<file path="src/rtl/inst_encoder_pkg.sv">
// inst_encoder_pkg
//   Shared definitions for the RV64I load/store/branch encoder:
//   - kind encoding of an encode request
//   - opcode / funct3 constants and the canonical NOP word
//   - stage-1 field record and the immediate range check
package inst_encoder_pkg;

  typedef enum logic [1:0] {
    KIND_LD  = 2'b00,
    KIND_SD  = 2'b01,
    KIND_BEQ = 2'b10,
    KIND_ILL = 2'b11
  } kind_e;

  localparam logic [6:0]  OP_LOAD   = 7'h03;
  localparam logic [6:0]  OP_STORE  = 7'h23;
  localparam logic [6:0]  OP_BRANCH = 7'h63;

  localparam logic [2:0]  F3_LD     = 3'b011;
  localparam logic [2:0]  F3_SD     = 3'b011;
  localparam logic [2:0]  F3_BEQ    = 3'b000;

  localparam logic [31:0] NOP       = 32'h0000_0013;

  // Everything the packer needs once the immediate has been range-checked:
  // 13 immediate bits cover the widest field (branch offset imm[12:1]).
  typedef struct packed {
    kind_e       kind;
    logic [4:0]  rd;
    logic [4:0]  rs1;
    logic [4:0]  rs2;
    logic [12:0] imm;
    logic        legal;
  } fields_t;

  // An immediate fits an N-bit signed field when all bits from the field's
  // sign bit upward are copies of each other.
  function automatic logic imm_legal(kind_e kind, logic [63:0] imm);
    logic ok;
    ok = 1'b0;
    case (kind)
      KIND_LD, KIND_SD: ok = (&imm[63:11]) || !(|imm[63:11]);
      KIND_BEQ:         ok = !imm[0] && ((&imm[63:12]) || !(|imm[63:12]));
      default:          ok = 1'b0;
    endcase
    return ok;
  endfunction

endpackage

</file>
<file path="src/rtl/inst_encoder_pack.sv">
// inst_pack
//   Purely combinational packer: stage-1 field record -> 32-bit instruction
//   word plus error flag. Illegal kinds or out-of-range immediates produce
//   the NOP word with err set.
//   Ports:
//     f     in   fields_t  kind, registers, low immediate bits, legality
//     inst  out  32        packed instruction word
//     err   out  1         request was illegal
module inst_pack
  import inst_encoder_pkg::*;
(
  input  fields_t     f,
  output logic [31:0] inst,
  output logic        err
);

  always_comb begin
    inst = NOP;
    err  = 1'b1;
    if (f.legal) begin
      err = 1'b0;
      case (f.kind)
        KIND_LD:  inst = {f.imm[11:0], f.rs1, F3_LD, f.rd, OP_LOAD};
        KIND_SD:  inst = {f.imm[11:5], f.rs2, f.rs1, F3_SD, f.imm[4:0], OP_STORE};
        KIND_BEQ: inst = {f.imm[12], f.imm[10:5], f.rs2, f.rs1, F3_BEQ,
                          f.imm[4:1], f.imm[11], OP_BRANCH};
        default: begin
          inst = NOP;
          err  = 1'b1;
        end
      endcase
    end
  end

endmodule

</file>
<file path="src/rtl/inst_encoder.sv">
// inst_encoder
//   Streaming RV64I ld/sd/beq encoder with a two-stage valid/ready pipeline.
//   Stage 1 holds the request fields and the immediate legality result,
//   stage 2 holds the packed word and error flag. An address counter tags
//   each output with its byte address; statistics count accepted outputs.
//   Ports:
//     clk, rst_n             clock, asynchronous active-low reset
//     start                  reload address to BASE_ADDR and clear counters
//     in_valid/in_ready      request handshake
//     in_kind, in_rd, in_rs1, in_rs2, in_imm   decoded request fields
//     out_valid/out_ready    result handshake
//     out_inst, out_addr, out_err              encoded word, address, error
//     enc_count              accepted outputs (wraps)
//     err_count              accepted outputs with error (saturates)
module inst_encoder
  import inst_encoder_pkg::*;
#(
  parameter logic [63:0] BASE_ADDR = 64'h0
) (
  input  logic        clk,
  input  logic        rst_n,
  input  logic        start,
  input  logic        in_valid,
  output logic        in_ready,
  input  logic [1:0]  in_kind,
  input  logic [4:0]  in_rd,
  input  logic [4:0]  in_rs1,
  input  logic [4:0]  in_rs2,
  input  logic [63:0] in_imm,
  output logic        out_valid,
  input  logic        out_ready,
  output logic [31:0] out_inst,
  output logic [63:0] out_addr,
  output logic        out_err,
  output logic [31:0] enc_count,
  output logic [15:0] err_count
);

  logic        v1_reg;
  logic        v2_reg;
  fields_t     s1_reg;
  fields_t     fields_in;
  logic [31:0] inst_reg;
  logic        err_reg;
  logic [31:0] pack_inst;
  logic        pack_err;

  logic [63:0] addr_reg, addr_next;
  logic [31:0] enc_reg,  enc_next;
  logic [15:0] errc_reg, errc_next;

  logic adv1, adv2, out_hs;

  // Ready chain depends only on state and out_ready, never on in_valid.
  assign adv2     = !v2_reg || out_ready;
  assign adv1     = !v1_reg || adv2;
  assign in_ready = adv1;
  assign out_hs   = v2_reg && out_ready;

  always_comb begin
    fields_in.kind  = kind_e'(in_kind);
    fields_in.rd    = in_rd;
    fields_in.rs1   = in_rs1;
    fields_in.rs2   = in_rs2;
    fields_in.imm   = in_imm[12:0];
    fields_in.legal = imm_legal(kind_e'(in_kind), in_imm);
  end

  inst_pack u_pack (
    .f    (s1_reg),
    .inst (pack_inst),
    .err  (pack_err)
  );

  always_ff @(posedge clk or negedge rst_n) begin
    if (!rst_n) begin
      v1_reg   <= 1'b0;
      v2_reg   <= 1'b0;
      s1_reg   <= '0;
      inst_reg <= '0;
      err_reg  <= 1'b0;
    end else begin
      if (adv1) begin
        v1_reg <= in_valid;
        if (in_valid) s1_reg <= fields_in;
      end
      if (adv2) begin
        v2_reg <= v1_reg;
        if (v1_reg) begin
          inst_reg <= pack_inst;
          err_reg  <= pack_err;
        end
      end
    end
  end

  // start takes priority over a coinciding handshake: the departing item
  // already carries its old address, and it is not counted.
  always_comb begin
    addr_next = addr_reg;
    enc_next  = enc_reg;
    errc_next = errc_reg;
    if (start) begin
      addr_next = BASE_ADDR;
      enc_next  = '0;
      errc_next = '0;
    end else if (out_hs) begin
      addr_next = addr_reg + 64'd4;
      enc_next  = enc_reg + 32'd1;
      if (err_reg && (errc_reg != 16'hFFFF)) errc_next = errc_reg + 16'd1;
    end
  end

  always_ff @(posedge clk or negedge rst_n) begin
    if (!rst_n) begin
      addr_reg <= BASE_ADDR;
      enc_reg  <= '0;
      errc_reg <= '0;
    end else begin
      addr_reg <= addr_next;
      enc_reg  <= enc_next;
      errc_reg <= errc_next;
    end
  end

  assign out_valid = v2_reg;
  assign out_inst  = inst_reg;
  assign out_err   = err_reg;
  assign out_addr  = addr_reg;
  assign enc_count = enc_reg;
  assign err_count = errc_reg;

endmodule

</file>
<file path="config.mk">
export PLATFORM = sky130hd
export DESIGN_NAME = inst_encoder
export DESIGN_NICKNAME = d
export VERILOG_FILES = /design/src/rtl/inst_encoder_pkg.sv /design/src/rtl/inst_encoder_pack.sv /design/src/rtl/inst_encoder.sv
export SDC_FILE = /design/constraint.sdc
export NUM_CORES = 1
export LEC_CHECK = 0
export ABC_AREA = 1
export CAP_MARGIN = 10
export CORE_UTILIZATION = 55
export DETAILED_ROUTE_END_ITERATION = 8
export PLACE_DENSITY = 0.93
export SYNTH_ARGS = -nofsm -noshare
export SYNTH_HDL_FRONTEND = slang
export SYNTH_SLANG_ARGS = --single-unit
export TNS_END_PERCENT = 30
</file>
<file path="constraint.sdc">
create_clock -name clk -period 4.15 [get_ports clk]
set_input_delay 0.6225 -clock clk [delete_from_list [all_inputs] [get_ports clk]]
set_output_delay 0.6225 -clock clk [all_outputs]
set_load 0.01 [all_outputs]
</file>
Word-level counts from Yosys, hierarchy flattened. Cells that the tools add are included. W data, S select, Z words.

Flip-flop bits (word level): 178. Input bits: 86. Output and inout port bits: 147. Word-level logic and storage cells: 58.

Add/subtract/negate cells: 3. Eq/ne operators: 5. Multiplexer cells: 12. Reduce and logical (&&, ||, !) cells: 25.

Operator list (number): $mux W64 (2); $mux W32 (3); $pmux W32 S3 (1); $add A64 B3 Y64 const B (1); $reduce_and A53 Y1 (1); $reduce_or A53 Y1 (1); $reduce_and A52 Y1 (1); $reduce_or A52 Y1 (1); $mux W16 (3); $add A32 B1 Y32 const B (1); $add A16 B1 Y16 const B (1); $ne A16 B16 Y1 const B (1); $reduce_and A2 Y1 (3); $logic_not A1 Y1 (5); $eq A2 B1 Y1 const B (2); $eq A2 B2 Y1 const B (2); $logic_not A2 Y1 (2); $logic_or A1 B1 Y1 (4); $reduce_bool A2 Y1 (2); $logic_and A1 B1 Y1 (3); $reduce_or A3 Y1 (1); $mux W1 (2); $pmux W1 S2 (1); $reduce_or A2 Y1 (1).

Depth between registers and ports, before layout.
Word-level depth: 5. Depth in mapped cells: 12. Mapped depth without buffers: 12.

By module. A second synthesis with hierarchy kept.

Cells, all modules: 1440. Area, all modules: 10397.5 µm².

Modules (own cells, without submodules): inst_encoder (times used 1, cells an instance 1322, area each 9851.9 µm², seq. area each 4404.2 µm²); inst_pack (times used 1, cells an instance 118, area each 545.5 µm², seq. area each 0.0 µm²).

Worst setup path before layout. No wires, ideal clock.

Path kind: in2reg. From: input port out_ready. To: register s1_reg[10] (netlist bit). Setup time: 0.125 ns. Arrival time: 1.604 ns. Data required time: 4.025 ns. Path slack: 2.421 ns. Stages on the path: 5. Path buffers: 1. Path through: inv_1 -> nand3_1 -> nand2_2 -> buf_2 -> mux2_2.

Cells in the longest elaborated chain, start to end: 3.

Ends and longest elaborated chain: from (decl) (line inst_encoder.sv:31) `input logic out_ready,`; $logic_or A1 B1 Y1 (line inst_encoder.sv:55) `assign adv2 = !v2_reg || out_ready;`; $logic_or A1 B1 Y1 (line inst_encoder.sv:56) `assign adv1 = !v1_reg || adv2;`; net in_ready (line inst_encoder.sv:24) `output logic in_ready,`; $reduce_and A2 Y1 (no line); to (signal assigned) (line inst_encoder.sv:85) `if (in_valid) s1_reg <= fields_in;`; to (decl) (line inst_encoder.sv:41) `fields_t s1_reg;`.

The timed path passes the listed nets, and every way through them passes these cells. A chain may end at the register's enable or synchronous reset.

Worst setup path in the final report.
From: input port start. To: register errc_reg[13], in the netlist err_count[13].

Cells in the longest elaborated chain, start to end: 2. Elaborated cells between the ends (all ways): 4. Those cells by class: mux: 1; reduce/logical: 3.

Ends and longest elaborated chain: from (decl) (line inst_encoder.sv:22) `input logic start,`; $reduce_bool A2 Y1 (no line); $reduce_and A2 Y1 (no line); to (signal assigned) (line inst_encoder.sv:122) `errc_reg <= errc_next;`; to (decl) (line inst_encoder.sv:50) `logic [15:0] errc_reg, errc_next;`.

Several ways; a longest one is shown, not always the timed one.

==> qor.yml <==
r2r-end: "err_count[13]"
tritoncts: "done"
grt_pass1_vias: 10020
p_sw_frac: 0.2511
pin_count: 233
routedWlPerCell_um: 16.22
wirelength_mm: 30.02
drive_gt1_frac: 0.07398
ir_worst_vdd_v: 0.0003430
grt_overflow: 0
num_rows: 49
start_util: 0.5630
p_total_mw: 3.834
cp.arrival_ns: 3.05
grt.busiest_layer: "met2"
grt_max_degree: 111
reg2reg_from: "err_count[0]"
dp.cells: 1820
die_height_um: 137.6
startpoint_type: "primary input"
cts_hold_buffers: 0
n_antenna_cell: 0
drtIter0Drc: 960
clock_latency_ns: 0.44
max_freq_ghz: 0.3686
h-tree-depth: 4
outcome: "finished clean"
worstMarginPinSlew_ns: 1.030
antenna_found_initial: 0
die_w_um: 137.6
worstPathMaxFanout: 94
slew_headroom: 0.3131
grt_use_met1: 0.4190
pwr-share-seq: 0.460
numCtsBuffers: 17
tns_ns: 0
synth_top_area_frac: 0.4206
p_sw_mw: 0.9625
synth_cell_types: 50
cts-resized-gates: 0
place.gp.congestion: 0.9584
maxCapViolations: 0
final_cell_mix: "nand2_1 (327), nor2_1 (229), clkdlybuf4s50_1 (226), inv_1 (192), dfrtp_1 (170)"
yosysSeqAreaShare: 0.4206
syn_area_mm2: 0.01011
r2r_cells: 9
pwr-share-clk: 0.429
gr-usage-met3: 0.08940
largest_register_ffs: 62
grt_usage: 0.3311
dr.pass1.iters: 5
final_core_util: 0.7309
drv_slew: 0
leakage_nw: 5.759
fin_crit_ns: 2.713
post_cts_buffers: 0
drc: 0
setup.worst_path.class: "primary input to register"
cp.required_ns: 4.48
dp.final_hpwl_mm: 21.86
power_density_mw_per_mm2: 292.0
yosys_warnings: 0
finClkSkew_ns: 0.008237
stdcell_count: 1851
min_period_over_period: 0.6537
area_growth_pct: 29.82
synth.avg_cell_area_um2: 7.265
crit_path_end_kind: "register"
rsz0062_at_grt: "false"
cts_max_path_buffers: 2
synth.area.top_cells: "dfrtp_1 (42%), nand2_1 (12%), nor2_1 (8.5%)"
vias_per_cell: 5.655
yosysTopAreaCell: "dfrtp_1"
use_met2: 0.5349
portBuffers: 227
clk_pin_slew_ns: 0.06
die_area_mm2: 0.01893
cts.sinks: 170
setup_viol: 0
vias: 10470
finalNetCount: 1703
cts_root_buf: "clkbuf_16"
synth-seq-cells: 170
internal_power_mw: 2.871
coreArea_mm2: 0.01796
ant_nets: 0
r2r_slack_ns: 1.71
pwr-share-comb: 0.111
hp-class: "primary input to asynchronous set/reset pin"
netlist_instances: 1392
grt_pass1_wl_mm: 48.51
layout_commonest_cell: "nand2_1"
finalHoldViolations: 0
## cell usage after synthesis, drive strengths merged
library cell and instances:
o31ai 5, and3 1, mux2 26, ha 7
or2 3, a2bb2oi 1, and2 2, a31oi 5
buf 26, nand3 85, nor3b 1, clkbuf 10
dfrtp 170, a32o 11, a22oi 10, inv 199
a211oi 2, o221ai 1, nand4 57, xor2 6
a211o 1, a21oi 51, a41oi 1, nor3 41
clkinv 1, a22o 2, xnor2 4, nand3b 1
o21a 1, nor2 253, conb 1, nand2 341
nor4 2, o21ai 64
## routing by layer
metal | wire length [um] | vias up
met1 | 11840 | 4889
li1 | - | 4923
met4 | 850 | 0
met5 | 0 | -
met2 | 14270 | 579
met3 | 3054 | 77
## cell type report
class / count / area (um^2)
fill: 1338 / 4835
timing repair buffer: 231 / 2316
sequential: 170 / 4254
inverter: 200 / 753.2
multi-input combinational: 990 / 4917
clock buffer: 19 / 452.9
tap: 229 / 286.5
clock inverter: 12 / 148.9
## power by group through the flow
stage          combinational (mW)  clock [mW]  sequential (mW)
3_5_place_dp                0.419           0             1.79
4_1_cts                     0.424        1.66             1.76
6_report                    0.426        1.65             1.76
5_1_grt                     0.469        1.73             1.77
3_3_place_gp                0.403           0             1.79
2_1_floorplan               0.219           0             1.78
## cell families (layout without fill, tap and decap cells)
logic type / count (synthesis) / in the layout / synth area share
muxes: 26 / 26 / 0.02895
AOI/OAI and AO/OA: 155 / 155 / 0.08982
and+or+nand+nor: 787 / 787 / 0.3483
DFF: 170 / 170 / 0.4206
adders and majority gates: 7 / 7 / 0.008660
other: 1 / 5 / 0.0003708
xor gates and xnor gates: 10 / 10 / 0.008660
buffers and inverters: 236 / 462 / 0.09464
## through the flow
stage	setup slack, ns	hold WS [ns]	area [um^2]
after global placement	1.175	0.4673	12530
after global routing	1.208	0.4327	13130
final	1.437	0.3535	13130
after detailed placement	1.092	0.4820	12530
after CTS	1.530	0.3850	13130
after floorplan	2.421	0.3269	10130
## worst max path at each step
stage	from	end	slack (ns)	depth (start not counted)
after floorplan	out_ready	s1_reg[10]	2.42	5
after global placement	start	err_count[10]	1.17	8
after detailed placement	start	err_count[13]	1.09	8
after CTS	start	err_count[13]	1.53	8
after global routing	start	err_count[13]	1.21	8
final	start	err_count[13]	1.44	8
## worst max-delay path, cell delays in order
cell and delay (ns):
clkdlybuf4s50_1 0.40, buf_4 0.21, inv_2 0.10, buf_4 0.75, nand2_1 0.47, inv_1 0.28
nand2_1 0.09, o31ai_1 0.08
(Power assumes the default switching activity.)
